`src/rtl/dmem_arbiter_pkg.sv`:
```
// Shared types and constants for the data-memory arbiter slice.
package dmem_arbiter_pkg;

  // Default MMIO LED word address (exact match, no masking).
  localparam logic [31:0] LED_ADDR_DEF = 32'h0000_1000;

  // Master identifiers: core data port and boot/debug loader.
  typedef enum logic {
    M_CORE = 1'b0,
    M_LOAD = 1'b1
  } master_id_e;

  // Tag that travels down the read-return pipeline.
  typedef struct packed {
    logic       vld;
    master_id_e id;
    logic       led;
  } rd_tag_t;

  // The other requester of the pair.
  function automatic master_id_e other_master(master_id_e id);
    return (id == M_CORE) ? M_LOAD : M_CORE;
  endfunction

endpackage

```
`src/rtl/dmem_arbiter_if.sv`:
```
// Request/grant/read-return bus between one requester and the arbiter.
interface dmem_arbiter_if #(
  parameter int AW = 32,
  parameter int DW = 32
);
  logic          req;
  logic          we;
  logic [3:0]    be;
  logic [AW-1:0] addr;
  logic [DW-1:0] wdata;
  logic          gnt;
  logic          rvalid;
  logic [DW-1:0] rdata;

  modport master (output req, we, be, addr, wdata, input gnt, rvalid, rdata);
  modport slave  (input req, we, be, addr, wdata, output gnt, rvalid, rdata);
endinterface

```
`src/rtl/dmem_arbiter_rr_arb2.sv`:
```
// Two-way round-robin arbiter with a burst cap while both masters request.
module dmem_arbiter_rr_arb2
  import dmem_arbiter_pkg::*;
#(
  parameter int MAX_BURST = 4
) (
  input  logic       clk_50M,
  input  logic       sysrst_n,
  input  logic [1:0] req,
  output logic [1:0] gnt,
  output master_id_e last_gnt
);

  localparam int            CW  = $clog2(MAX_BURST + 1);
  localparam logic [CW-1:0] CAP = CW'(MAX_BURST);

  master_id_e    last_gnt_reg, last_gnt_next;
  logic [CW-1:0] burst_cnt_reg, burst_cnt_next;
  master_id_e    gnt_id;
  logic          any_gnt;
  logic          keep;

  // Arbitration state; m0 wins the first contended cycle after reset.
  always_ff @(posedge clk_50M or negedge sysrst_n) begin
    if (!sysrst_n) begin
      last_gnt_reg  <= M_LOAD;
      burst_cnt_reg <= '0;
    end else begin
      last_gnt_reg  <= last_gnt_next;
      burst_cnt_reg <= burst_cnt_next;
    end
  end

  // Grant decision and burst bookkeeping; a nonzero count means the last master was granted last cycle.
  always_comb begin
    gnt_id         = M_CORE;
    any_gnt        = 1'b0;
    gnt            = 2'b00;
    last_gnt_next  = last_gnt_reg;
    burst_cnt_next = '0;
    keep           = (burst_cnt_reg != '0) && (burst_cnt_reg < CAP);
    case (req)
      2'b01: begin gnt_id = M_CORE; any_gnt = 1'b1; end
      2'b10: begin gnt_id = M_LOAD; any_gnt = 1'b1; end
      2'b11: begin
        gnt_id  = keep ? last_gnt_reg : other_master(last_gnt_reg);
        any_gnt = 1'b1;
      end
      default: ;
    endcase
    if (any_gnt) begin
      gnt           = (gnt_id == M_LOAD) ? 2'b10 : 2'b01;
      last_gnt_next = gnt_id;
      if ((gnt_id == last_gnt_reg) && (burst_cnt_reg != '0))
        burst_cnt_next = (burst_cnt_reg < CAP) ? burst_cnt_reg + 1'b1 : burst_cnt_reg;
      else
        burst_cnt_next = CW'(1);
    end
  end

  assign last_gnt = last_gnt_reg;

endmodule

```
`src/rtl/dmem_arbiter.sv`:
```
// Data-RAM arbiter: request mux, LED MMIO register and fixed-latency read return.
module dmem_arbiter
  import dmem_arbiter_pkg::*;
#(
  parameter int            AW        = 32,
  parameter int            DW        = 32,
  parameter logic [AW-1:0] LED_ADDR  = AW'(LED_ADDR_DEF),
  parameter int            RD_LAT    = 1,
  parameter int            MAX_BURST = 4
) (
  input  logic           clk_50M,
  input  logic           sysrst_n,
  dmem_arbiter_if.slave  m0,
  dmem_arbiter_if.slave  m1,
  output logic [AW-1:0]  ram_addr,
  output logic [DW-1:0]  ram_wdata,
  output logic [3:0]     ram_wren,
  input  logic [DW-1:0]  ram_rdata,
  output logic [7:0]     led
);

  logic [1:0]    req_vec, we_vec, gnt_vec, rvalid_vec;
  logic [3:0]    be_vec    [2];
  logic [AW-1:0] addr_vec  [2];
  logic [DW-1:0] wdata_vec [2];
  logic [DW-1:0] rdata_vec [2];
  master_id_e    last_gnt;

  logic          sel_idx, any_gnt, sel_we, hit_led;
  logic [3:0]    sel_be;
  logic [AW-1:0] sel_addr;
  logic [DW-1:0] sel_wdata, rd_data;
  rd_tag_t       tag_next, out_tag;
  rd_tag_t       pipe_reg [RD_LAT];
  logic [7:0]    led_reg;

  assign req_vec      = {m1.req, m0.req};
  assign we_vec       = {m1.we, m0.we};
  assign be_vec[0]    = m0.be;
  assign be_vec[1]    = m1.be;
  assign addr_vec[0]  = m0.addr;
  assign addr_vec[1]  = m1.addr;
  assign wdata_vec[0] = m0.wdata;
  assign wdata_vec[1] = m1.wdata;

  dmem_arbiter_rr_arb2 #(.MAX_BURST(MAX_BURST)) u_arb (
    .clk_50M  (clk_50M),
    .sysrst_n (sysrst_n),
    .req      (req_vec),
    .gnt      (gnt_vec),
    .last_gnt (last_gnt)
  );

  // Steer the granted master onto the RAM port; LED writes never reach the RAM.
  always_comb begin
    sel_idx   = gnt_vec[1];
    any_gnt   = |gnt_vec;
    sel_we    = we_vec[sel_idx];
    sel_be    = be_vec[sel_idx];
    sel_addr  = addr_vec[sel_idx];
    sel_wdata = wdata_vec[sel_idx];
    hit_led   = (sel_addr == LED_ADDR);
    ram_addr  = any_gnt ? sel_addr : '0;
    ram_wdata = any_gnt ? sel_wdata : '0;
    ram_wren  = (any_gnt && sel_we && !hit_led) ? sel_be : 4'b0000;
    tag_next.vld = any_gnt && !sel_we;
    tag_next.id  = sel_idx ? M_LOAD : M_CORE;
    tag_next.led = hit_led;
  end

  // LED register: only byte lane 0 of a write to the LED word updates it.
  always_ff @(posedge clk_50M or negedge sysrst_n) begin
    if (!sysrst_n)
      led_reg <= '0;
    else if (any_gnt && sel_we && hit_led && sel_be[0])
      led_reg <= sel_wdata[7:0];
  end

  // Read-tag shift register aligned to the RAM read latency; reset drops in-flight reads.
  always_ff @(posedge clk_50M or negedge sysrst_n) begin
    if (!sysrst_n) begin
      for (int i = 0; i < RD_LAT; i++) pipe_reg[i] <= '0;
    end else begin
      pipe_reg[0] <= tag_next;
      for (int i = 1; i < RD_LAT; i++) pipe_reg[i] <= pipe_reg[i-1];
    end
  end

  assign out_tag = pipe_reg[RD_LAT-1];
  assign rd_data = out_tag.led ? {{(DW-8){1'b0}}, led_reg} : ram_rdata;

  genvar gi;
  generate
    for (gi = 0; gi < 2; gi++) begin : g_ret
      assign rvalid_vec[gi] = out_tag.vld && (out_tag.id == ((gi == 1) ? M_LOAD : M_CORE));
      assign rdata_vec[gi]  = rvalid_vec[gi] ? rd_data : '0;
    end
  endgenerate

  assign m0.gnt    = gnt_vec[0];
  assign m1.gnt    = gnt_vec[1];
  assign m0.rvalid = rvalid_vec[0];
  assign m1.rvalid = rvalid_vec[1];
  assign m0.rdata  = rdata_vec[0];
  assign m1.rdata  = rdata_vec[1];
  assign led       = led_reg;

endmodule
```
`src/flat_wrapper.sv`:
```
// flat-port wrapper written by rule: the top's interface ports become plain ports
module dmem_arbiter_flat import dmem_arbiter_pkg::*;
#(
  parameter int            AW        = 32,
  parameter int            DW        = 32,
  parameter logic [AW-1:0] LED_ADDR  = AW'(LED_ADDR_DEF),
  parameter int            RD_LAT    = 1,
  parameter int            MAX_BURST = 4
)
  (clk_50M, sysrst_n, ram_addr, ram_wdata, ram_wren, ram_rdata, led, m0_req, m0_we, m0_be, m0_addr, m0_wdata, m0_gnt, m0_rvalid, m0_rdata, m1_req, m1_we, m1_be, m1_addr, m1_wdata, m1_gnt, m1_rvalid, m1_rdata);
  dmem_arbiter_if #(.AW(AW), .DW(DW)) m0_i ();
  dmem_arbiter_if #(.AW(AW), .DW(DW)) m1_i ();
  input  logic clk_50M;
  input  logic sysrst_n;
  output logic [AW-1:0] ram_addr;
  output logic [DW-1:0] ram_wdata;
  output logic [3:0] ram_wren;
  input  logic [DW-1:0] ram_rdata;
  output logic [7:0] led;
  input wire logic [$bits(m0_i.req)-1:0] m0_req;
  input wire logic [$bits(m0_i.we)-1:0] m0_we;
  input wire logic [$bits(m0_i.be)-1:0] m0_be;
  input wire logic [$bits(m0_i.addr)-1:0] m0_addr;
  input wire logic [$bits(m0_i.wdata)-1:0] m0_wdata;
  output wire logic [$bits(m0_i.gnt)-1:0] m0_gnt;
  output wire logic [$bits(m0_i.rvalid)-1:0] m0_rvalid;
  output wire logic [$bits(m0_i.rdata)-1:0] m0_rdata;
  input wire logic [$bits(m1_i.req)-1:0] m1_req;
  input wire logic [$bits(m1_i.we)-1:0] m1_we;
  input wire logic [$bits(m1_i.be)-1:0] m1_be;
  input wire logic [$bits(m1_i.addr)-1:0] m1_addr;
  input wire logic [$bits(m1_i.wdata)-1:0] m1_wdata;
  output wire logic [$bits(m1_i.gnt)-1:0] m1_gnt;
  output wire logic [$bits(m1_i.rvalid)-1:0] m1_rvalid;
  output wire logic [$bits(m1_i.rdata)-1:0] m1_rdata;
  assign m0_i.req = m0_req;
  assign m0_i.we = m0_we;
  assign m0_i.be = m0_be;
  assign m0_i.addr = m0_addr;
  assign m0_i.wdata = m0_wdata;
  assign m0_gnt = m0_i.gnt;
  assign m0_rvalid = m0_i.rvalid;
  assign m0_rdata = m0_i.rdata;
  assign m1_i.req = m1_req;
  assign m1_i.we = m1_we;
  assign m1_i.be = m1_be;
  assign m1_i.addr = m1_addr;
  assign m1_i.wdata = m1_wdata;
  assign m1_gnt = m1_i.gnt;
  assign m1_rvalid = m1_i.rvalid;
  assign m1_rdata = m1_i.rdata;
  dmem_arbiter #(.AW(AW), .DW(DW), .LED_ADDR(LED_ADDR), .RD_LAT(RD_LAT), .MAX_BURST(MAX_BURST)) u_core (.clk_50M(clk_50M), .sysrst_n(sysrst_n), .m0(m0_i), .m1(m1_i), .ram_addr(ram_addr), .ram_wdata(ram_wdata), .ram_wren(ram_wren), .ram_rdata(ram_rdata), .led(led));
endmodule
```
`config.mk`:
```
export PLATFORM = sky130hd
export DESIGN_NAME = dmem_arbiter_flat
export DESIGN_NICKNAME = d
export VERILOG_FILES = /design/src/rtl/dmem_arbiter_pkg.sv /design/src/rtl/dmem_arbiter_if.sv /design/src/rtl/dmem_arbiter_rr_arb2.sv /design/src/rtl/dmem_arbiter.sv /design/src/flat_wrapper.sv
export SDC_FILE = /design/constraint.sdc
export NUM_CORES = 1
export LEC_CHECK = 0
export ABC_AREA = 1
export CORE_AREA = 3 3 123 125
export DETAILED_ROUTE_END_ITERATION = 10
export DIE_AREA = 0 0 126 128
export PLACE_DENSITY = 0.7
export REMOVE_ABC_BUFFERS = 1
export SKIP_LAST_GASP = 1
export SLEW_MARGIN = 20
export SYNTH_ARGS = -nofsm -noshare
export SYNTH_HDL_FRONTEND = slang
export SYNTH_HIERARCHICAL = 1
export SYNTH_SLANG_ARGS = --single-unit
```
`constraint.sdc`:
```
create_clock -name clk_50M -period 2.8 [get_ports clk_50M]
set_input_delay 0.28 -clock clk_50M [delete_from_list [all_inputs] [get_ports clk_50M]]
set_output_delay 0.28 -clock clk_50M [all_outputs]
set_load 0.01 [all_outputs]
```
==> metrics.txt <==
Iteration-0 DRC Markers=122; signed area change from the synthesized netlist to the final layout=157.6%; predominant post-synthesis flop cell=dfrtp_1; vias after detailed routing=between 4000 and 5000; post-detailed-placement half-perimeter wirelength=about 12000 um; total overflow reported by the global router=0; number of buffers added on ports=about 320; Setup CP Type=reg2out; final wirelength=15370 um; maximum fanout along the worst path=7; initial standard-cell utilization of the core=0.1966; via count of the first global-routing pass=between 4000 and 5000; utilization of the core after routing=0.5064; endpoints failing setup=0; Post-synth EDFFs=0; sequential share of power=0.078; launch instance of the worst register-to-register path=u_core/u_arb/burst_cnt_reg[0]; post-route fraction of the period consumed by the critical path=0.9911; Detailed Routing Iterations Pass 1=4; maximum buffer depth of the clock tree=2; clock period minus final worst setup slack=2775 ps; result of the run=finished, final reports clean; Overall Global Routing Usage=0.1781; synthesized instance count=between 500 and 600; area enclosed by the die boundary=16130 um2; leakage power total=~3.6 nW; switching power summed over all nets=between 1 and 1.5 mW; standard-cell row count=43; Yosys reg bits=15; critical path's most frequent cell=nand2_1; asr flop ratio synth=1.000; Required @ worst endpoint=2520 ps; Final Max Tran Viols=0; clock root cell=clkbuf_16; post-detailed-route via-to-cell ratio=4.205; worst reg2reg setup slack=90 ps; average size of a mapped cell=4.955 um2; Remaining DRCs=0; TritonCTS Sinks=15; source-to-sink clock delay at the later pin of the worst-skew pair=approximately 240 ps; area of the mapped netlist=roughly 2800 um2; Unique masters post-synth=29; remaining max-slew budget at the tightest pin=0.5484; antenna violations before repair=0; Worst-Margin Slew=roughly 680 ps; portion of total power attributed to combinational logic=0.843; delay contributed by the slowest stage of the critical path=380 ps; Clock Pin Slew Worst Setup and Hold Paths=~50 ps; count of hold-fix buffers inserted at cts=0; sequence of cells on the critical path=inv_2, ha_4, nor2_4, xor2_2, o21ai_4, buf_12, clkinv_8, buf_12, nand2_1, nand2_2, nand2_1, nor2_1, nand2_1, nor2_4, nand2_2, nand2_4, nor2_1, buf_2; maximum capacitance violations=0; Slowest-stage cell, CP=dfrtp_1; maximum vdd ir drop=approximately 0.0002 V; Critical Path Sink Type=output pin; Hold Vio Cnt, Final=0; flip-flop count of the largest register, all copies and words added=8; Net Sw Frac=0.4301; start point of the critical path=u_core/u_arb/burst_cnt_reg[0]; post-route setup TNS=0 ps; R2R depth=21; placeable core region=about 14000 um2; Pint=1.963 mW; width of the chip=126 um; setup repair after global routing missed its margin=yes; overall power of the completed layout=about 3.4 mW; arrival time at the worst endpoint=between 2000 and 3000 ps; RePlAce Congestion=roughly 0.83; Worst setup SP type=flip-flop; synthesis warning total=6; clock share of power=0.079; clock tree from TritonCTS=done; largest net degree at the start of global routing=36; Worst Clk Skew=~4.3 ps; sequential fraction of the synthesis area=0.1369; destination of the worst register-to-register timing path=u_core/out_tag[0]; global-route wire length before repair=approximately 24000 um; Fmax achieved=around 360 MHz; post-DR wirelength/cell=13.75 um; TritonCTS Buffers=3; Power Density=486.2 nW/um2; Antenna Nets Post-Route=0; number of nets in the layout=between 1000 and 1500; filler cell count in the final layout=1370; height of the chip=128 um; fraction of final layout cells with drive strength greater than 1=0.2207; IO Pins=about 320; count of antenna diodes in the layout=0; H-tree level count=1; hold crit path type=in2async
[power groups by stage]
| stage | clock network (mW) | registers (mW) | logic (mW) |
|---|---|---|---|
| 4_1_cts | 0.280 | 0.264 | 2.83 |
| 6_report | 0.273 | 0.268 | 2.90 |
| 2_1_floorplan | 0 | 0.270 | 1.04 |
| 3_3_place_gp | 0 | 0.265 | 2.67 |
| 3_5_place_dp | 0 | 0.266 | 2.68 |
| 5_1_grt | 0.292 | 0.272 | 3.16 |
[critical path, delay by kind of cell (launching register included)]
| family | cells | cell delay [ps] |
|---|---|---|
| AND/OR/NAND/NOR | 10 | 720 |
| adder cells (fa/ha/maj) | 1 | 140 |
| buffers and inverters | 5 | 640 |
| XOR/XNOR | 1 | 150 |
| AO/OA/AOI/OAI | 1 | 190 |
| flip-flops | 1 | 380 |
[timing repair]
action / CTS / global route
gates cloned: 5 / 1
pin swaps: 27 / 24
setup endpoints to repair: 69 / 75
setup buffers: 24 / 4
gates resized for setup: 137 / 101
[metal layers]
metal,up-vias,GRT usage,routed length (um)
li1,2429,-,-
met1,2062,0.1981,5552
met2,194,0.3405,8304
met3,16,0.04000,1296
met4,0,0.04606,218
met5,-,0,0
[layout by cell type, fill, tap and decap left out, types with 2 or more instances in the layout]
master,netlist,final
buf_4,1,76
nor3_1,48,48
or2_2,8,8
nor2_1,75,69
dfrtp_1,14,13
buf_12,0,7
dlygate4sd2_1,0,36
o21ai_0,40,27
buf_8,0,2
clkbuf_16,0,4
buf_2,6,5
o21ai_1,5,3
buf_16,0,3
nand2_2,3,34
inv_1,119,117
clkbuf_2,0,24
buf_6,2,5
nor2_4,2,5
clkdlybuf4s15_1,0,3
mux2i_1,12,11
o21ai_4,0,6
nand4_1,8,8
o21ai_2,1,10
nand2_1,170,138
nor2_2,2,5
nand3_1,5,5
inv_2,1,2
clkdlybuf4s50_1,0,248
[cell families after synthesis]
group | count (synthesis) | share of synthesized area
and+or+nand+nor | 322 | 0.4932
buffers and inverters | 154 | 0.2197
AOI/OAI and AO/OA | 49 | 0.09417
DFF | 15 | 0.1369
muxes | 12 | 0.04368
adders and majority gates | 2 | 0.009098
xor gates and xnor gates | 1 | 0.003185
[synthesized netlist by cell type, types with 5 or more instances]
cell	number	area share
nand2_1	170	0.23
inv_1	119	0.16
nor2_1	75	0.10
nor3_1	48	0.087
o21ai_0	40	0.073
clkbuf_1	23	0.031
dfrtp_1	14	0.13
mux2i_1	12	0.044
nand4_1	8	0.018
or2_2	8	0.018
buf_2	6	0.011
nand3_1	5	0.0091
o21ai_1	5	0.0091
[how the worst max path moves through the flow]
stage                   to  slack (ps)  cells past startpoint
2_1_floorplan  ram_wren[0]       -3500                     12
5_1_grt        ram_wren[0]        -130                     18
4_1_cts        ram_wren[0]         -50                     18
3_3_place_gp   ram_wren[0]        -260                     15
6_report       ram_wren[1]          20                     18
3_5_place_dp   ram_wren[1]        -290                     15
[final cells by class]
type,instances,area (um2),share of cell area
repair buffers,412,3923,0.5537
flip-flops and latches,15,377.9,0.05334
inverters,121,466.7,0.06588
clock buffers,4,78.83,0.01113
well taps,180,225.2,0.03179
multi-input cells,386,2013,0.2842
[stage by stage]
stage / instance area, um2 / setup slack (ps) / hold WS [ps] / std cells
floorplan: 2600 / -3499 / -15.59 / 522
global placement: 6536 / -263.0 / 484.4 / 1081
detailed placement: 6536 / -293.8 / 492.0 / 1081
CTS: 6997 / -48.35 / 480.5 / 1114
global route: 7084 / -125.4 / 505.9 / 1118
finish: 7084 / 24.91 / 448.2 / 1118
Power figures use the tool's default switching activity.
